--- config.mk ---
export PLATFORM = sky130hd
export DESIGN_NAME = fc_out_writeback
export DESIGN_NICKNAME = d
export VERILOG_FILES = /design/src/rtl/fc_pkg.sv /design/src/rtl/fc_round_sat.sv /design/src/rtl/fc_out_writeback.sv
export SDC_FILE = /design/constraint.sdc
export NUM_CORES = 1
export LEC_CHECK = 0
export BUFFER_PORTS_ARGS = -buffer_cell sky130_fd_sc_hd__buf_4
export CORE_MARGIN = 8
export CORE_UTILIZATION = 56
export CTS_CLUSTER_DIAMETER = 60
export DETAILED_ROUTE_END_ITERATION = 8
export GPL_ROUTABILITY_DRIVEN = 1
export PLACE_DENSITY = 0.87
export SLEW_MARGIN = 20
export SYNTH_ARGS = -nofsm -noshare
export SYNTH_HDL_FRONTEND = slang
export SYNTH_SLANG_ARGS = --single-unit
--- constraint.sdc ---
create_clock -name clock -period 3.4 [get_ports clock]
set_clock_uncertainty 0.2 [all_clocks]
set_input_delay 0.51 -clock clock [delete_from_list [all_inputs] [get_ports clock]]
set_output_delay 0.51 -clock clock [all_outputs]
set_load 0.005 [all_outputs]
--- src/rtl/fc_pkg.sv ---
// Shared widths, FSM encoding and pipeline bundles
// for the FC output writeback stage.
package fc_pkg;

  localparam int OUTNEURON = 10;
  localparam int ACCUM_DATA_WIDTH_FC = 44;
  localparam int DATA_WIDTH_FC = 16;
  localparam int FRAC_SHIFT = 8;
  localparam int FC_OUTNEURON_ADDR_WIDTH = 9;
  localparam int FC_COUNT_OUT_NEURON_BITWIDTH = 4;

  localparam int SUM_W = ACCUM_DATA_WIDTH_FC + 1;
  localparam int RND_W = SUM_W + 1;
  localparam int IDX_W = FC_COUNT_OUT_NEURON_BITWIDTH;

  typedef enum logic [1:0] {
    ST_IDLE,
    ST_RUN,
    ST_FLUSH,
    ST_DONE
  } fc_state_t;

  typedef struct packed {
    logic              valid;
    logic [IDX_W-1:0]  idx;
    logic [SUM_W-1:0]  sum;
  } fc_s1_t;

  typedef struct packed {
    logic              valid;
    logic [IDX_W-1:0]  idx;
    logic [RND_W-1:0]  rnd;
  } fc_s2_t;

endpackage

--- src/rtl/fc_round_sat.sv ---
// Round-half-up rescale and signed saturation
// with optional ReLU, purely combinational.
module fc_round_sat #(
  parameter int SUM_W = 45,
  parameter int DW    = 16,
  parameter int FS    = 8,
  parameter int RELU  = 0
) (
  input  logic signed [SUM_W-1:0] sum,
  output logic signed [SUM_W:0]   rnd,
  input  logic signed [SUM_W:0]   rnd_q,
  output logic signed [DW-1:0]    sat_data,
  output logic                    clipped
);

  localparam logic signed [SUM_W:0] HALF =
    {{(SUM_W-FS+1){1'b0}}, 1'b1, {(FS-1){1'b0}}};
  localparam logic signed [SUM_W:0] MAXV =
    {{(SUM_W+2-DW){1'b0}}, {(DW-1){1'b1}}};
  localparam logic signed [SUM_W:0] MINV =
    {{(SUM_W+2-DW){1'b1}}, {(DW-1){1'b0}}};

  logic signed [SUM_W:0] ext;

  assign ext = $signed({sum[SUM_W-1], sum});
  assign rnd = (ext + HALF) >>> FS;

  always_comb begin
    sat_data = rnd_q[DW-1:0];
    clipped  = 1'b0;
    if (rnd_q > MAXV) begin
      sat_data = {1'b0, {(DW-1){1'b1}}};
      clipped  = 1'b1;
    end else if (rnd_q < MINV) begin
      sat_data = {1'b1, {(DW-1){1'b0}}};
      // under ReLU a negative clip becomes 0, not a saturation
      clipped  = (RELU == 0);
    end
    if ((RELU != 0) && sat_data[DW-1]) begin
      sat_data = '0;
    end
  end

endmodule

--- src/rtl/fc_out_writeback.sv ---
// FC output stage: bias, round, saturate, write
// each neuron and track the argmax class.
module fc_out_writeback
  import fc_pkg::*;
#(
  parameter int RELU_EN = 0
) (
  input  logic                                clock,
  input  logic                                reset,
  input  logic                                enable,
  input  logic                                accum_valid,
  input  logic signed [ACCUM_DATA_WIDTH_FC-1:0] accum_result,
  output logic [IDX_W-1:0]                    bias_addr,
  input  logic signed [DATA_WIDTH_FC-1:0]     bias_q,
  output logic                                out_wren,
  output logic [FC_OUTNEURON_ADDR_WIDTH-1:0]  out_addr,
  output logic signed [DATA_WIDTH_FC-1:0]     out_data,
  output logic [IDX_W-1:0]                    sat_count,
  output logic                                proto_err,
  output logic [IDX_W-1:0]                    class_idx,
  output logic                                done
);

  localparam int DW = DATA_WIDTH_FC;
  localparam int AW = FC_OUTNEURON_ADDR_WIDTH;
  localparam int AC = ACCUM_DATA_WIDTH_FC;
  localparam logic [IDX_W-1:0] LAST = IDX_W'(OUTNEURON - 1);

  fc_state_t state;
  logic [IDX_W-1:0] in_idx;
  fc_s1_t s1;
  fc_s2_t s2;
  logic signed [DW-1:0] max_val;

  logic signed [SUM_W-1:0] bias_sh;
  logic signed [SUM_W-1:0] sum_next;
  logic signed [RND_W-1:0] rnd;
  logic signed [DW-1:0] sat_data;
  logic clipped;
  logic busy;
  logic abort;
  logic accept;

  assign busy   = (state == ST_RUN) || (state == ST_FLUSH);
  assign abort  = busy && !enable;
  assign accept = (state == ST_RUN) && enable && accum_valid;
  assign bias_addr = in_idx;

  assign bias_sh = $signed({
    {(SUM_W-DW-FRAC_SHIFT){bias_q[DW-1]}},
    bias_q,
    {FRAC_SHIFT{1'b0}}
  });
  assign sum_next = $signed({accum_result[AC-1], accum_result})
                  + bias_sh;

  fc_round_sat #(
    .SUM_W (SUM_W),
    .DW    (DW),
    .FS    (FRAC_SHIFT),
    .RELU  (RELU_EN)
  ) u_round_sat (
    .sum      ($signed(s1.sum)),
    .rnd      (rnd),
    .rnd_q    ($signed(s2.rnd)),
    .sat_data (sat_data),
    .clipped  (clipped)
  );

  always_ff @(posedge clock) begin
    if (reset) begin
      state     <= ST_IDLE;
      in_idx    <= '0;
      s1        <= '0;
      s2        <= '0;
      max_val   <= '0;
      out_wren  <= 1'b0;
      out_addr  <= '0;
      out_data  <= '0;
      sat_count <= '0;
      proto_err <= 1'b0;
      class_idx <= '0;
      done      <= 1'b0;
    end else begin
      out_wren <= 1'b0;

      s1.valid <= accept;
      s1.idx   <= in_idx;
      s1.sum   <= sum_next;

      s2.valid <= s1.valid;
      s2.idx   <= s1.idx;
      s2.rnd   <= rnd;

      if (s2.valid && !abort) begin
        out_wren <= 1'b1;
        out_addr <= {{(AW-IDX_W){1'b0}}, s2.idx};
        out_data <= sat_data;
        if (clipped) sat_count <= sat_count + 1'b1;
      end

      // strict '>' keeps the lowest index on ties
      if (out_wren &&
          ((out_addr == '0) || (out_data > max_val))) begin
        max_val   <= out_data;
        class_idx <= out_addr[IDX_W-1:0];
      end

      if (accum_valid && (state != ST_RUN)) proto_err <= 1'b1;

      unique case (state)
        ST_IDLE: begin
          if (enable) begin
            state     <= ST_RUN;
            in_idx    <= '0;
            sat_count <= '0;
            max_val   <= '0;
            class_idx <= '0;
          end
        end
        ST_RUN: begin
          if (abort) begin
            state    <= ST_IDLE;
            s1.valid <= 1'b0;
            s2.valid <= 1'b0;
          end else if (accept) begin
            if (in_idx == LAST) begin
              in_idx <= '0;
              state  <= ST_FLUSH;
            end else begin
              in_idx <= in_idx + 1'b1;
            end
          end
        end
        ST_FLUSH: begin
          if (abort) begin
            state    <= ST_IDLE;
            s1.valid <= 1'b0;
            s2.valid <= 1'b0;
          end else if (!s1.valid && !s2.valid) begin
            state <= ST_DONE;
            done  <= 1'b1;
          end
        end
        ST_DONE: begin
          if (!enable) begin
            state <= ST_IDLE;
            done  <= 1'b0;
          end
        end
        default: state <= ST_IDLE;
      endcase
    end
  end

endmodule

After elaboration in Yosys (flattened, before gate mapping)
Cells that the tools add are included.
Operators by class
  order comparisons: 3
  add/subtract/negate cells: 4
  mux-type cells: 36
  reduce and logical (&&, ||, !) cells: 21
  eq/ne operators: 14
Operator list (number)
  two-way mux 16 bit: 5
  adder 45 x 9 -> 46 bit, second input constant: 1
  adder 44 x 24 -> 45 bit: 1
  two-way mux 4 bit: 11
  > comparator 38 x 16 -> 1 bit, second input constant: 1
  less-than comparator 38 x 16 -> 1 bit, second input constant: 1
  > comparator 16 bit: 1
  two-way mux 2 bit: 7
  two-way mux 1 bit: 10
  inequality test 2 bit, second input constant: 5
  logical NOT 9 bit: 1
  adder 4 x 1 -> 4 bit, second input constant: 2
  case mux 2 bit (4 select lines): 1
  case mux 4 bit (2 select lines): 1
  AND reduction 4 bit: 2
  logical AND 1 bit: 7
  inequality test 3 x 2 -> 1 bit, second input constant: 2
  AND reduction 5 bit: 1
  equality test 2 bit, second input constant: 2
  equality test 4 bit, second input constant: 1
  logical NOT 1 bit: 4
  inequality test 2 x 1 -> 1 bit, second input constant: 2
  nonzero test 2 bit: 2
  inequality test 3 bit, second input constant: 1
  other kinds (5): 6
Word-level totals
  bits in registers: 146
  bits of input ports: 64

Logic depth before layout (Yosys ltp)
Gate-level depths: netlist of run 1.
  depth in word-level cells: 8
  mapped depth: 10
  mapped depth without buffers: 9

By module
From an unflattened synthesis of run 1, not the netlist that was laid out.
Unflattened totals
  cell total of the unflattened synthesis: 1023
  area, all modules: 8491.9 um^2
Modules (own cells, without submodules)
  fc_out_writeback: times used 1, area each 7343.3 um^2, seq. area each 3083.0 um^2, cells an instance 839
  fc_round_sat: times used 1, area each 1148.6 um^2, seq. area each 0.0 um^2, cells an instance 184

Worst setup path before layout of run 1
OpenSTA, ideal clock, no wires.
  path kind: input -> register
  start: in accum_result[8]
  end: reg s1[42] (netlist name)
  path slack: 0.493 ns
  buffers on the path: 0
  setup time: 0.121 ns
  data required time: 3.079 ns
  stages on the path: 9
  data arrival time: 2.587 ns
  path through: ha_1 fa_1 a21oi_1 o22a_2 a211oi_2 o211ai_1 o21ai_2 a41oi_1 mux2_2
Between the ends
  longest elaborated chain between the ends: 1
Ends and longest elaborated chain
  from (decl): line fc_out_writeback.sv:12  | input logic signed [ACCUM_DATA_WIDTH_FC-1:0] accum_result,
  adder 44 x 24 -> 45 bit: line fc_out_writeback.sv:55  | + bias_sh;
Every way passes these cells.
A chain may end at the register's enable or synchronous reset.

Worst setup path after layout of run 1
  start: in bias_q[15]
  end: reg s1[38] (netlist name)
Between the ends
  longest elaborated chain between the ends: 1
Ends and longest elaborated chain
  from (decl): line fc_out_writeback.sv:14  | input logic signed [DATA_WIDTH_FC-1:0] bias_q,
  adder 44 x 24 -> 45 bit: line fc_out_writeback.sv:55
Every way passes these cells.

==> results.ini, run 1 <==
[run_status]
status = complete, no violations

[floorplanning]
dieArea_sq_um = 17700
io_pins = 104
die_h_microns = 133
die_w_microns = 133
coreArea_sq_um = 13700
num_rows = 43
initial_utilization = 0.563

[logic_synthesis]
synth_edf_count = 0
async_reset_ff_frac = 0
synth_top_area_frac = 0.362
yosys-top-cells-count = dfxtp_1, nor2_1, nand2_1
yosysUniqueCellTypes = 70
ys_ff_latch = 139
synth_cells = 923
synth_warnings = 0
ys.flop_type = dfxtp_1
synth_top_area_cell = dfxtp_1
synth_area_per_cell_sq_um = 8.33
yosysSeqAreaShare = 0.362
synth.area.top_cells = dfxtp_1, ha_1, a21oi_1
synth_most_common_cell = dfxtp_1
synth_area_sq_um = 7690

[layout]
fin_nets = 1134
n_antenna_cell = 0
synthToLayoutAreaGrowth_pct = 19.4
fin_area_sq_um = 9180
drive_above_1_share = 0.159

[sta]
slew_headroom = 0.592
rsz0062_at_grt = no
timing.fmax_ghz = 0.344
worst_slew_pin_slew_ns = 0.612
fin_crit_sh = 0.855
finalHoldViolations = 0
setup_viol = 0
fin_setup_tns_ns = 0
layout_min_cycle_time_ns = 2.91
drv_slew = 0

[setup_path]
rrSetupSlack_ns = 0.86
crit_end = s1[38]
cp-start-kind = input pin
cp.required_ns = 3.50
arrival_ns = 3.01
r2r-start = s2[22]
regToRegEndpoint = sat_count[3]
startpoint = bias_q[15]
cp-end-kind = register
crit_type = in -> reg
reg2reg_depth = 7
cp_max_fo = 14

[power]
internal-power_mw = 3.34
switching_share = 0.265
sequentialPowerShare = 0.402
switchingPower_mw = 1.21
irDropWorstVdd_uv = 345
power_mw = 4.55
power.density_nw_per_um2 = 495
p_comb_frac = 0.165
pwr-share-clk = 0.432
leakagePower_nw = 3.77

[detailed_routing]
ant_nets = 0
num_vias = 6644
drtIter0Drc = 436
drc = 0
drt-total-wl_microns = 17200
vias_per_cell = 5.53
post_drt_wl_per_cell_microns = 14.3
firstDrtPassIters = 4

[global_route]
first_global_vias = 6562
grt_max_degree = 79
grt_pass1_wl_microns = 29100
grt.total_usage = 0.193
grt_overflow = 0
antenna_found_initial = 0

[clock_network]
clock_sinks = 139
cts_setup_buffers = 0
cts_resized = 0
cts_tree = yes
clock_path_buffers = 2
clkTransAtPathRegs_ns = 0.06
ctsHoldBuffers = 0
h-tree-depth = 4
cts_root_buf = clkbuf_16
clock_latency_ns = 0.42
cts_buffers = 17

[run]
cap_violations = 0

[place]
gp_congestion = 0.921
portBuffers = 91
place_area_sq_um = 8540
dpl.hpwl_microns = 12600

[min_path]
min-delay-path-class = in -> reg
hold-path-cell-count = 2

-- how the worst min path moves through the flow --
| stage | from | endpoint | slack, ns |
|---|---|---|---|
| floorplan | s1[45] | s2[46] | 0.21 |
| global placement | s2[47] | out_addr[1] | 0.22 |
| detailed placement | s1[48] | s2[49] | 0.22 |
| CTS | accum_result[7] | s1[7] | 0.12 |
| global route | accum_result[7] | s1[7] | 0.12 |
| finish | accum_result[7] | s1[7] | 0.12 |
-- flip-flops by register name, indices dropped and copies added (netlist names), 2 cells and up --
| name | cells |
|---|---|
| s1 | 43 |
| s2 | 43 |
| max_val | 16 |
| out_data | 16 |
| bias_addr | 4 |
| class_idx | 4 |
| out_addr | 4 |
| sat_count | 4 |
| state | 2 |
-- cell type report --
cell class / count / area, sq um
flip-flops and latches: 139 / 2780
multi-input cells: 707 / 4600
inverters: 43 / 161
fillers: 1082 / 4490
clock buffers: 19 / 453
repair buffers: 101 / 771
well taps: 180 / 225
clock inverters: 13 / 190
-- per-layer routing --
metal  wire length (microns)  GRT usage  up-vias
li1                        -          -     3410
met1                    7840      0.228     3026
met2                    8220      0.334      186
met3                     895     0.0456       22
met4                     263     0.0730        0
met5                       0          0        -
-- kinds of logic after synthesis --
family / synth area share
AND/OR/NAND/NOR: 0.229
AO/OA/AOI/OAI: 0.162
flip-flops: 0.362
buffers and inverters: 0.0435
adder cells (fa/ha/maj): 0.100
XOR/XNOR: 0.0615
multiplexers: 0.0413
other: 0.000488
-- power groups by stage --
| stage | logic [mW] | registers, mW | clock network (mW) |
|---|---|---|---|
| 2_1_floorplan | 0.549 | 1.84 | 0 |
| 3_3_place_gp | 0.723 | 1.85 | 0 |
| 3_5_place_dp | 0.734 | 1.86 | 0 |
| 4_1_cts | 0.748 | 1.83 | 1.99 |
| 5_1_grt | 0.840 | 1.84 | 2.06 |
| 6_report | 0.753 | 1.83 | 1.97 |
-- stage by stage --
| stage | worst slack, ns | util | hold WS [ns] | instances |
|---|---|---|---|---|
| global route | 0.301 | 0.672 | 0.124 | 1202 |
| finish | 0.494 | 0.672 | 0.115 | 1202 |
| detailed placement | 0.112 | 0.625 | 0.225 | 1170 |
| global placement | 0.211 | 0.625 | 0.221 | 1170 |
| CTS | 0.534 | 0.672 | 0.116 | 1202 |
| floorplan | 0.493 | - | 0.214 | 927 |
-- worst max-delay path, cell delays in order --
cell and delay [ns]:
buf_4 0.17, ha_1 0.36, a21oi_1 0.35, o221ai_1 0.19, a221oi_1 0.37, o221a_2 0.26
o21ai_2 0.08, a21boi_0 0.33, mux2_2 0.39
-- placed cells by master, fill, tap and decap left out, types with 8 or more instances in the layout --
cell,synthesis,layout
inv_1,43,43
nand4_1,24,24
o21a_1,11,11
xnor2_1,20,20
a21o_1,18,18
nor3_1,33,33
o21ai_0,33,33
buf_4,5,100
nor4_1,8,8
nand2_1,98,98
mux2i_1,25,25
nor2b_1,21,21
dfxtp_1,139,139
o211ai_1,8,8
clkbuf_16,0,17
a21oi_1,80,79
xor2_1,34,34
nand3_1,27,27
ha_1,60,60
nor2_1,105,105
Power figures use the tool's default switching activity.
==> run 2: changes to the inputs <==
==> constraint.sdc (replaced) <==
create_clock -name clock -period 3.65 [get_ports clock]
set_clock_uncertainty 0.2 [all_clocks]
set_input_delay 0.5475 -clock clock [delete_from_list [all_inputs] [get_ports clock]]
set_output_delay 0.5475 -clock clock [all_outputs]
set_load 0.005 [all_outputs]
==> results.ini, run 2 (synthesized netlist as in run 1, its figures left out) <==
[detailed_routing]
firstDrtPassIters = 5
drc = 0
post_drt_wl_per_cell_microns = 14.2
vias_per_cell = 5.53
drt-total-wl_microns = 17000
num_vias = 6622
ant_nets = 0
drtIter0Drc = 389

[floorplanning]
initial_utilization = 0.563
dieArea_sq_um = 17700
coreArea_sq_um = 13700
num_rows = 43
io_pins = 104
die_h_microns = 133
die_w_microns = 133

[power]
switching_share = 0.253
p_comb_frac = 0.161
irDropWorstVdd_uv = 272
sequentialPowerShare = 0.394
power.density_nw_per_um2 = 471
leakagePower_nw = 3.78
pwr-share-clk = 0.445
internal-power_mw = 3.23
switchingPower_mw = 1.09

[sta]
timing.fmax_ghz = 0.332
setup_viol = 0
fin_setup_tns_ns = 0
finalHoldViolations = 0
layout_min_cycle_time_ns = 3.01
rsz0062_at_grt = no
worst_slew_pin_slew_ns = 0.759
layout_setup_ws_ns = 0.638
slew_headroom = 0.492
drv_slew = 0
fin_crit_sh = 0.825

[setup_path]
cp-start-kind = register
cp_max_fo = 11
crit_chain = ha_1 > nand4_1 > o311ai_0 > o32ai_1 > a31oi_2 > buf_4 > mux2i_1
max_stage_delay_ns = 0.68
slowest_stage = a31oi_2
arrival_ns = 3.15
cp.required_ns = 3.79
cp-end-kind = register
crit_type = reg -> reg

[clock_network]
h-tree-depth = 4
clock_sinks = 139
cts_buffers = 17
clock_path_buffers = 2
cts_root_buf = clkbuf_16
cts_resized = 0
clock_latency_ns = 0.42
clkTransAtPathRegs_ns = 0.06
cts_tree = yes
cts_setup_buffers = 0
ctsHoldBuffers = 0

[layout]
layout_commonest_cell = dfxtp_1
fin_area_sq_um = 9160
n_antenna_cell = 0
drive_above_1_share = 0.151
fin_nets = 1129
synthToLayoutAreaGrowth_pct = 19.2
reg_top3 = s1 x43, s2 x43
final_cell_mix = dfxtp_1, nor2_1, nand2_1
fin_cells = 1197

[place]
post-place-ws_ns = 0.370
post-place-cells = 1165
portBuffers = 91
place_area_sq_um = 8500
gp_congestion = 0.898
dpl.hpwl_microns = 12300

[run]
cap_violations = 0

[global_route]
first_global_vias = 6455
grt_overflow = 0
grt_max_degree = 70
grt.total_usage = 0.194
antenna_found_initial = 0
grt_pass1_wl_microns = 29500

[min_path]
min-delay-path-class = in -> reg

[run_status]
status = complete, no violations

[run 2: changes by cell type in the layout (fill, tap and decap cells not counted), sizes merged]
cell	before	now
buf	101	96
inv	45	44
clkbuf	19	21
bufinv	4	6
clkinvlp	7	1
clkinv	0	3
[run 2: path summary, 6_finish.rpt]
path / start / slack (ns) / depth (start not counted) / to
max reg2reg: out_data[15] / 0.64 / 7 / max_val[4]
min reg2reg: s1[48] / 0.24 / 1 / s2[49]
min: accum_result[7] / 0.16 / 2 / s1[7]
max: out_data[15] / 0.64 / 7 / max_val[4]
[run 2: area by class of cell]
cell class / count / area, sq um
Inverter: 43 / 161
Timing Repair Buffer: 96 / 733
Clock buffer: 21 / 450
Tap cell: 180 / 225
Multi-Input combinational cell: 707 / 4600
Fill cell: 1116 / 4500
Sequential cell: 139 / 2780
Clock inverter: 11 / 215
[run 2: worst max-delay path: cells and delay by family (launching register included)]
family / cells / cell delay [ns]
AOI/OAI and AO/OA: 3 / 1.34
DFF: 1 / 0.35
adders and majority gates: 1 / 0.35
buffers and inverters: 1 / 0.35
muxes: 1 / 0.21
and+or+nand+nor: 1 / 0.13
[run 2: through the flow]
stage	total power [mW]	hold WS (ns)	util
after floorplan	2.22	0.214	-
after global placement	2.39	0.223	0.622
after detailed placement	2.41	0.225	0.622
after CTS	4.33	0.151	0.671
after global routing	4.50	0.166	0.671
final	4.32	0.159	0.671
[run 2: per-layer routing]
| layer | wire length, microns | GRT usage | vias to the layer above | part of all wire |
|---|---|---|---|---|
| li1 | - | - | 3401 | - |
| met3 | 710 | 0.0422 | 24 | 0.042 |
| met4 | 244 | 0.0655 | 0 | 0.014 |
| met5 | 0 | 0 | - | 0 |
| met2 | 8040 | 0.322 | 166 | 0.47 |
| met1 | 8040 | 0.245 | 3031 | 0.47 |
[run 2: power by group through the flow]
stage | registers [mW] | logic, mW | clock network (mW)
final | 1.70 | 0.694 | 1.92
after global routing | 1.71 | 0.781 | 2.01
after CTS | 1.70 | 0.688 | 1.95
after detailed placement | 1.73 | 0.677 | 0
after global placement | 1.73 | 0.664 | 0
after floorplan | 1.71 | 0.511 | 0
==> run 3: changes to the inputs <==
==> constraint.sdc (replaced) <==
create_clock -name clock -period 2.9 [get_ports clock]
set_clock_uncertainty 0.2 [all_clocks]
set_input_delay 0.435 -clock clock [delete_from_list [all_inputs] [get_ports clock]]
set_output_delay 0.435 -clock clock [all_outputs]
set_load 0.005 [all_outputs]
==> results.ini, run 3 (synthesized netlist as in run 1, its figures left out) <==
[power]
power.density_nw_per_um2 = 562
irDropWorstVdd_uv = 383
leakagePower_nw = 4.01

[global_route]
first_global_vias = 6890
antenna_found_initial = 0
grt_pass1_wl_microns = 31400
grt_overflow = 0
grt_max_degree = 67
grt.total_usage = 0.208

[setup_path]
cp-end-kind = register
cp_max_fo = 15
cp-start-kind = register
crit_type = reg -> reg
cp.required_ns = 3.04
rrSetupSlack_ns = 0.03
arrival_ns = 3.01

[clock_network]
clock_sinks = 139
cts_resized = 0
clkTransAtPathRegs_ns = 0.06
cts_root_buf = clkbuf_16
cts_tree = yes
cts_setup_buffers = 0
cts_buffers = 17
clock_path_buffers = 2
h-tree-depth = 4
ctsHoldBuffers = 0
clock_latency_ns = 0.42

[floorplanning]
initial_utilization = 0.563
coreArea_sq_um = 13700
die_w_microns = 133
dieArea_sq_um = 17700
num_rows = 43
die_h_microns = 133
io_pins = 104

[layout]
register_area_sq_um = 2780
multi_input_area_sq_um = 4600
n_antenna_cell = 0
reg_top3 = s1 x43, s2 x43
drive_above_1_share = 0.196
final_cell_mix = buf_4, dfxtp_1, nor2_1
fillCellCount = 1039
synthToLayoutAreaGrowth_pct = 23.8
layout_commonest_cell = buf_4
fin_nets = 1181
fin_cells = 1249

[place]
dpl.hpwl_microns = 13400
gp_congestion = 0.863
portBuffers = 91
post-place-cells = 1217

[detailed_routing]
post_drt_wl_per_cell_microns = 14.6
drtIter0Drc = 361
vias_per_cell = 5.51
ant_nets = 0
drt-total-wl_microns = 18300
drc = 0
num_vias = 6878
firstDrtPassIters = 4

[run_status]
status = complete, no violations

[run]
cap_violations = 0

[sta]
finalHoldViolations = 0
timing.fmax_ghz = 0.348
worst_slew_pin_slew_ns = 0.559
slew_headroom = 0.623
fin_setup_tns_ns = 0
setup_viol = 0
layout_min_cycle_time_ns = 2.87
fin_crit_sh = 0.990
drv_slew = 0

[min_path]
min-delay-path-class = in -> reg

[run 3: changes by cell type in the layout (fill, tap and decap cells not counted)]
cell / delta
clkbuf_1: -2
o32ai_2: +1
o32ai_1: -1
buf_4: +52
bufinv_16: -3
clkinv_2: -1
clkbuf_8: +1
clkinv_4: +4
inv_6: +1
[run 3: per-stage QoR]
stage | cell area (sq um) | util | power [mW] | setup WS [ns] | hold WS, ns
6_report | 9520 | 0.696 | 5.35 | 0.0286 | 0.0341
5_1_grt | 9520 | 0.696 | 5.58 | -0.112 | 0.0444
4_1_cts | 9510 | 0.696 | 5.35 | 0.212 | 0.0331
3_5_place_dp | 8890 | 0.650 | 3.13 | -0.207 | 0.221
3_3_place_gp | 8890 | 0.650 | 3.10 | -0.165 | 0.222
2_1_floorplan | 7700 | - | 2.80 | 0.0675 | 0.214
[run 3: area by class of cell]
class | instances | area share
clock buffer | 20 | 0.0480
clock inverter | 12 | 0.0172
tap | 180 | 0.0237
multi-input combinational | 707 | 0.484
sequential | 139 | 0.292
timing repair buffer | 148 | 0.118
inverter | 43 | 0.0170
[run 3: final timing paths]
path,startpoint,endpoint,depth (start not counted)
min reg2reg,s1[45],s2[46],1
min,accum_result[7],s1[7],2
max,out_data[15],max_val[6],7
max reg2reg,out_data[15],max_val[6],7
[run 3: metal layers]
layer	share of wire	global-route usage	vias to the layer above	routed length, microns
met2	0.49	0.354	181	8950
met3	0.050	0.0459	20	922
met4	0.013	0.0692	0	231
li1	-	-	3513	-
met5	0	0	-	0
met1	0.45	0.255	3164	8150
[run 3: critical path: stages, from the launching register on]
cell and delay, ns:
dfxtp_1 0.35, ha_1 0.36, nand4_1 0.12, o311ai_0 0.54
o32ai_2 0.16, a31oi_2 0.45, buf_4 0.37, mux2i_1 0.23
[run 3: power breakdown]
part           leakage [nW]  total [mW]  internal, mW  switching (mW)
sequential             1.14        2.15          2.04           0.105
clock                 0.301        2.23          1.41           0.821
combinational          2.57       0.975         0.455           0.520
